--- src/rtl/imm_pkg.sv ---
// Shared definitions for the pipelined immediate generator: format codes and handshake states.
package imm_pkg;

  localparam int IMM_SRC_W = 3;

  localparam logic [IMM_SRC_W-1:0] IMM_I  = 3'b000;
  localparam logic [IMM_SRC_W-1:0] IMM_S  = 3'b001;
  localparam logic [IMM_SRC_W-1:0] IMM_B  = 3'b010;
  localparam logic [IMM_SRC_W-1:0] IMM_J  = 3'b011;
  localparam logic [IMM_SRC_W-1:0] IMM_U  = 3'b100;
  localparam logic [IMM_SRC_W-1:0] IMM_SH = 3'b101;

  // Encoding is {main_valid, skid_valid}; 2'b01 can never be reached.
  typedef enum logic [1:0] {
    ST_EMPTY = 2'b00,
    ST_ONE   = 2'b10,
    ST_FULL  = 2'b11
  } pipe_state_e;

endpackage

--- src/rtl/imm_decode.sv ---
// Combinational RV32/RV64 immediate extraction and extension to XLEN.
module imm_decode
  import imm_pkg::*;
#(
  parameter int XLEN = 32
) (
  input  logic [31:0]          instr,
  input  logic [IMM_SRC_W-1:0] imm_src,
  output logic [XLEN-1:0]      imm,
  output logic                 illegal
);

  // Build at 64 bits and truncate so XLEN=32 needs no zero-width replication.
  logic [63:0] imm_wide;
  logic        unused_bits;

  always_comb begin
    imm_wide = '0;
    illegal  = 1'b0;
    case (imm_src)
      IMM_I:  imm_wide = {{52{instr[31]}}, instr[31:20]};
      IMM_S:  imm_wide = {{52{instr[31]}}, instr[31:25], instr[11:7]};
      IMM_B:  imm_wide = {{51{instr[31]}}, instr[31], instr[7], instr[30:25], instr[11:8], 1'b0};
      IMM_J:  imm_wide = {{43{instr[31]}}, instr[31], instr[19:12], instr[20], instr[30:21], 1'b0};
      IMM_U:  imm_wide = {{32{instr[31]}}, instr[31:12], 12'b0};
      IMM_SH: imm_wide = (XLEN == 64) ? {58'b0, instr[25:20]} : {59'b0, instr[24:20]};
      default: begin
        imm_wide = '0;
        illegal  = 1'b1;
      end
    endcase
  end

  assign imm         = imm_wide[XLEN-1:0];
  assign unused_bits = ^{imm_wide, instr[6:0]};

endmodule

--- src/rtl/imm_gen_pipe.sv ---
// Pipelined immediate generator with valid/ready handshake and a one-entry skid buffer.
// Optional `IMM_CHECK_EN adds the out_err port that flags illegal format codes per entry.
module imm_gen_pipe
  import imm_pkg::*;
#(
  parameter int XLEN  = 32,
  parameter int TAG_W = 8
) (
  input  logic                 clk,
  input  logic                 rst,
  input  logic                 flush,
  input  logic                 in_valid,
  output logic                 in_ready,
  input  logic [31:0]          in_instr,
  input  logic [IMM_SRC_W-1:0] in_imm_src,
  input  logic [TAG_W-1:0]     in_tag,
  output logic                 out_valid,
  input  logic                 out_ready,
  output logic [XLEN-1:0]      out_imm,
  output logic [TAG_W-1:0]     out_tag
`ifdef IMM_CHECK_EN
  ,output logic                out_err
`endif
);

  // state    | meaning
  // ST_EMPTY | nothing held, output invalid
  // ST_ONE   | main register holds the output entry
  // ST_FULL  | main plus skid hold entries, input stalled

  generate
    if (XLEN != 32 && XLEN != 64) begin : g_bad_xlen
      $fatal(1, "imm_gen_pipe: XLEN must be 32 or 64");
    end
  endgenerate

  pipe_state_e state, state_next;
  logic        in_xfer, out_xfer;
  logic        load_main_in, load_main_skid, load_skid;

  logic [XLEN-1:0]  dec_imm;
  logic             dec_illegal;
  logic [XLEN-1:0]  main_imm, skid_imm;
  logic [TAG_W-1:0] main_tag, skid_tag;

  imm_decode #(.XLEN(XLEN)) u_decode (
    .instr   (in_instr),
    .imm_src (in_imm_src),
    .imm     (dec_imm),
    .illegal (dec_illegal)
  );

  assign out_valid = state[1];
  assign in_ready  = !state[0];
  assign in_xfer   = in_valid && in_ready;
  assign out_xfer  = out_valid && out_ready;

  always_ff @(posedge clk or posedge rst) begin
    if (rst) state <= ST_EMPTY;
    else     state <= state_next;
  end

  always_comb begin
    state_next     = state;
    load_main_in   = 1'b0;
    load_main_skid = 1'b0;
    load_skid      = 1'b0;
    case (state)
      ST_EMPTY: begin
        if (in_xfer) begin
          state_next   = ST_ONE;
          load_main_in = 1'b1;
        end
      end
      ST_ONE: begin
        if (in_xfer && out_xfer) begin
          load_main_in = 1'b1;
        end else if (in_xfer) begin
          state_next = ST_FULL;
          load_skid  = 1'b1;
        end else if (out_xfer) begin
          state_next = ST_EMPTY;
        end
      end
      ST_FULL: begin
        if (out_xfer) begin
          state_next     = ST_ONE;
          load_main_skid = 1'b1;
        end
      end
      default: state_next = ST_EMPTY;
    endcase
    // Flush overrides every transfer, including one offered this cycle.
    if (flush) begin
      state_next     = ST_EMPTY;
      load_main_in   = 1'b0;
      load_main_skid = 1'b0;
      load_skid      = 1'b0;
    end
  end

  always_ff @(posedge clk or posedge rst) begin
    if (rst) begin
      main_imm <= '0;
      main_tag <= '0;
      skid_imm <= '0;
      skid_tag <= '0;
    end else begin
      if (load_main_in) begin
        main_imm <= dec_imm;
        main_tag <= in_tag;
      end else if (load_main_skid) begin
        main_imm <= skid_imm;
        main_tag <= skid_tag;
      end
      if (load_skid) begin
        skid_imm <= dec_imm;
        skid_tag <= in_tag;
      end
    end
  end

  assign out_imm = main_imm;
  assign out_tag = main_tag;

`ifdef IMM_CHECK_EN
  logic main_err, skid_err;

  always_ff @(posedge clk or posedge rst) begin
    if (rst) begin
      main_err <= 1'b0;
      skid_err <= 1'b0;
    end else begin
      if (load_main_in)        main_err <= dec_illegal;
      else if (load_main_skid) main_err <= skid_err;
      if (load_skid)           skid_err <= dec_illegal;
    end
  end

  assign out_err = main_err;
`else
  logic unused_illegal;
  assign unused_illegal = dec_illegal;
`endif

endmodule
--- config.mk ---
export PLATFORM = sky130hd
export DESIGN_NAME = imm_gen_pipe
export DESIGN_NICKNAME = d
export VERILOG_FILES = /design/src/rtl/imm_pkg.sv /design/src/rtl/imm_decode.sv /design/src/rtl/imm_gen_pipe.sv
export SDC_FILE = /design/constraint.sdc
export NUM_CORES = 1
export LEC_CHECK = 0
export ABC_AREA = 1
export CORE_AREA = 2 2 88 90
export DETAILED_ROUTE_END_ITERATION = 8
export DIE_AREA = 0 0 90 92
export DONT_BUFFER_PORTS = 1
export PLACE_DENSITY = 0.78
export SETUP_SLACK_MARGIN = 0.1
export SLEW_MARGIN = 40
export SYNTH_ARGS = -nofsm -noshare
export SYNTH_HDL_FRONTEND = slang
export SYNTH_SLANG_ARGS = --single-unit
export TNS_END_PERCENT = 10
--- constraint.sdc ---
create_clock -name clk -period 2.73 [get_ports clk]
set_input_delay 0.4095 -clock clk [delete_from_list [all_inputs] [get_ports clk]]
set_output_delay 0.4095 -clock clk [all_outputs]
set_load 0.01 [all_outputs]
# After elaboration in Yosys (flattened, before gate mapping)

Cells that the tools add are included.
Widths: inputs -> output; s select.

Register bits after elaboration: 82
Output and inout bits: 42
Logic and storage cells: 46

Eq/ne operators: 11
Multiplexer cells: 22
Reduce and logical (&&, ||, !) cells: 8

Operators by type and width:

| operator           | number |
|---|---|
| $pmux 32 s6        | 1 |
| $mux 32            | 2 |
| $mux 8             | 2 |
| $mux 2             | 6 |
| $mux 1             | 9 |
| $ne 3x3->1 const B | 3 |
| $eq 3x2->1 const B | 2 |
| $eq 3x3->1 const B | 2 |
| $pmux 2 s3         | 1 |
| $eq 2x2->1 const B | 2 |
| $ne 4x4->1 const B | 1 |
| $reduce_and 4->1   | 1 |
| $eq 3x1->1 const B | 1 |
| $logic_and 1x1->1  | 3 |
| $logic_not 3->1    | 1 |
| $logic_not 2->1    | 1 |
| $pmux 1 s2         | 1 |
| $reduce_bool 2->1  | 1 |
| $logic_not 1->1    | 1 |

# Depth between registers and ports, before layout

Word-level depth: 7
Gate-level depth with buffers: 10
Gate-level depth less buffers: 9

# Modules after synthesis

From an unflattened synthesis, not the netlist that was laid out.

Cells, all modules: 605
Area total of the unflattened synthesis: 4,504.3 µm²

By module, submodules not included:

| module       | instances | cells each | area an instance (µm²) | sequential area each (µm²) |
|---|---|---|---|---|
| imm_gen_pipe | 1         | 522        | 4,100.2                | 2,052.0 |
| imm_decode   | 1         | 83         | 404.1                  | 0.0 |

# Worst setup path after synthesis

No wires, ideal clock.

Kind: reg2reg
Start: register state[1]
End: register main_imm[10] (netlist: out_imm[10])
Data arrival time: 1.431 ns
Required time: 2.606 ns
Setup slack: 1.174 ns
Stages on the path, launching flop included: 9
Period minus slack after synthesis: 1.556 ns
Cell sequence: dfrtp_1 > ha_1 > nand3_2 > nor2_1 > nor2_2 > buf_4 > buf_4 > nand3_1 > nand3_1

Cells in the longest elaborated chain, start to end: 6

RTL lines:

| item                                         | RTL line            | source |
|---|---|---|
| from (decl)                                  | imm_gen_pipe.sv:37  | `pipe_state_e state, state_next;` |
| from (signal assigned)                       | imm_gen_pipe.sv:60  | `else state <= state_next;` |
| $logic_and 1x1->1                            | imm_gen_pipe.sv:56  | `assign out_xfer = out_valid && out_ready;` |
| $logic_and 1x1->1                            | imm_gen_pipe.sv:76  | `if (in_xfer && out_xfer) begin` |
| $mux 1                                       | imm_gen_pipe.sv:76  |  |
| $pmux 1 s2                                   | imm_gen_pipe.sv:68  | `case (state)` |
| $mux 1                                       | imm_gen_pipe.sv:94  | `if (flush) begin` |
| $mux 32 or $reduce_bool 2->1 (tied branches) | --                  |  |
| to (signal assigned)                         | imm_gen_pipe.sv:110 | `main_imm <= dec_imm;` |
| to (signal assigned)                         | imm_gen_pipe.sv:113 | `main_imm <= skid_imm;` |
| to (decl)                                    | imm_gen_pipe.sv:43  | `logic [XLEN-1:0] main_imm, skid_imm;` |

Parallel ways exist; a longest one is shown, timed or not.
A chain may end at the register's enable or synchronous reset.

# Final worst setup path

Start: register state[1]
End: register main_imm[14] (netlist: out_imm[14])

Same word-level chain as after synthesis.

==> out/metrics.cfg <==
[synthesis]
synthCells=567
synth_area_sq_um=4240
syn-num-nets=619
yosys_warnings=0
seq_area_frac_synth_pct=48.4
ys_ff_latch=82
avgSynthCellArea_sq_um=7.48
synth_cell_type_count=20

[setup_path]
regToRegSetupSlack_ns=0.75
cpPeakStageDelay_ns=0.51
cp-end-kind=register
reg2reg_from=state[1]$_DFFE_PP0P_
setup.worst_path.start=state[1]$_DFFE_PP0P_
critPathLaunchType=register
crit_chain=inv_1, ha_1, nand2_1, nor2_1, inv_1, nand2_1, buf_4, nand3_1, nand2_1, inv_1
critPathKind=reg -> reg
critical-path-slowest-cell=dfrtp_1
cp_max_fo=40
cp_data_arrival_time_ns=2.23
cp_data_required_time_ns=2.98

[die]
rows=32
core-area_sq_um=7450
die_x_um=90
start_util_pct=57.0
die_h_um=92
io_pins=90
die_area_sq_um=8280

[grt]
grt_pass1_vias=3269
grt.met1_usage_pct=30.4
antenna_found_initial=0
grt_pass1_wl_mm=15.7
grt.busiest_layer=met2
use_met2_pct=36.8
grt_use_met3_pct=10.3
grt_max_degree=67
grt.overflow.total=0
grt_use_total_pct=23.6

[pwr]
p_per_area_nw_per_um2=949
p_leak_nw=2.25
power_frac_seq_pct=52.7
switchingPower_w=0.00159
combPwrFrac_pct=25.5
swShare_pct=37.3
clockPowerShare_pct=21.8
ir_drop_uv=429
intPower_w=0.00267

[timing]
finalSetupTns_ns=0
rsz0062_at_grt=false
hold_viol=0
setup_viol=0
report.final.slew_viol_count=0
finalClockSkew_ns=0.00749
period_minus_slack_ns=1.98
fmax_mhz=505
post-route-period-util_pct=72.5
worst_slew_pin_slew_ns=0.604
slew_headroom_pct=59.7
holdWs_ns=0.174

[final_layout]
areaGrowthSynthToFinish_pct=5.78
nets=607
multi_input_area_sq_um=1760
fill_cells=713
drive_above_1_share_pct=7.50
area.sequential_sq_um=2050
antenna_cells=0

[outcome]
status=finished, final reports clean

[job]
maxCapViolCount=0

[clock_tree]
cts_tree=done
root_buffer=clkbuf_8
cts_buffers=9
clkLatencyLatePin_ns=0.35
cts.sink_count=82
clk_pin_slew_ns=0.09
clockBufferDepth=2
cts_resized=0
htree_levels=3

[route]
drc=0
drtIter0Drc=304
vias=3537
wl_per_cell_um=14.1
drtAntennaViolNets=0
firstDrtPassIters=5
via_per_inst=5.34
wirelength_mm=9.32

[place]
globalplace.congestion=0.835
hpwl_mm=6.18
numPortBuffers=0

[worst_hold_path]
hold_class=in -> reg
hp-start=in_tag[5]

==> sequential cells by signal, indices dropped and copies added, names as in the netlist <==
signal    flops
out_imm      32
out_tag       8
skid_imm     32
skid_tag      8
state         2
==> layout make-up <==
| type | instances | share of cell area [%] |
|---|---|---|
| Inverter | 62 | 5.21 |
| Clock buffer | 11 | 3.37 |
| Timing Repair Buffer | 7 | 2.34 |
| Sequential cell | 82 | 45.7 |
| Clock inverter | 5 | 1.37 |
| Tap cell | 102 | 2.84 |
| Multi-Input combinational cell | 393 | 39.1 |
==> metrics by stage <==
step	std cells	instance area (sq um)	util (%)	setup WS (ns)	power (W)
floorplan	567	4240	-	0.212	0.00310
global placement	645	4260	57.3	0.816	0.00330
detailed placement	645	4260	57.3	0.759	0.00337
CTS	662	4490	60.2	0.742	0.00430
global route	662	4490	60.2	0.510	0.00459
finish	662	4490	60.2	0.751	0.00426
==> cells in the final DEF, fill, tap and decap left out, drive strengths merged <==
cell type,instances
nor2,47
dfrtp,82
clkinv,1
o21ai,44
dlygate4sd3,1
o21a,1
buf,6
clkbuf,11
inv,62
nand3,100
clkinvlp,3
bufinv,1
a21oi,9
nand2,187
or2,1
ha,4
==> worst paths after layout <==
| check | to | cells after the start |
|---|---|---|
| hold reg to reg | skid_imm[3]$_DFFE_PP0P_ | 2 |
| min in group asynchronous | skid_imm[17]$_DFFE_PP0P_ | 2 |
| hold / removal | skid_tag[5]$_DFFE_PP0P_ | 2 |
| setup reg to reg | out_imm[14]$_DFFE_PP0P_ | 10 |
| setup / recovery | out_imm[14]$_DFFE_PP0P_ | 10 |
| max in group asynchronous | out_imm[5]$_DFFE_PP0P_ | 3 |
==> synthesized netlist by cell type (all sizes together) <==
library cell / number / area (sq um)
nand2: 187 / 714
nand3: 100 / 510
dfrtp: 82 / 2050
inv: 62 / 233
nor2: 47 / 194
o21ai: 44 / 220
buf: 25 / 190
a21oi: 9 / 45.0
clkbuf: 5 / 18.8
ha: 4 / 50.1
o21a: 1 / 7.51
or2: 1 / 6.26
==> logic make-up after synthesis <==
kind of cell	count (synthesis)	share of synthesized area, %
AND/OR/NAND/NOR	335	33.6
buffers and inverters	92	10.4
flip-flops	82	48.4
AO/OA/AOI/OAI	54	6.43
adder cells (fa/ha/maj)	4	1.18
==> power groups by stage <==
stage               clock network (W)  registers, W  logic (W)
detailed placement                  0       0.00228    0.00109
floorplan                           0       0.00217   0.000927
global route                  0.00100       0.00231    0.00128
global placement                    0       0.00226    0.00104
CTS                          0.000944       0.00225    0.00110
finish                       0.000929       0.00224    0.00108
==> critical path: cells and delay by family (launching register included) <==
kind                       cells  cell delay [ns]
adders and majority gates      1             0.17
and+or+nand+nor                5             0.56
DFF                            1             0.51
buffers and inverters          4             0.63
==> layer usage <==
layer | up-vias | routed length, um
met5 | - | 0
met4 | 0 | 129
met3 | 12 | 945
met2 | 106 | 4310
met1 | 1666 | 3940
li1 | 1753 | -
==> what timing repair did <==
item | in CTS | in global routing
endpoints found under the hold margin | 30 | 0
hold buffers | 1 | 0
setup endpoints to repair | 0 | 0
buffers inserted | 0 | 0
Power figures use the tool's default switching activity.
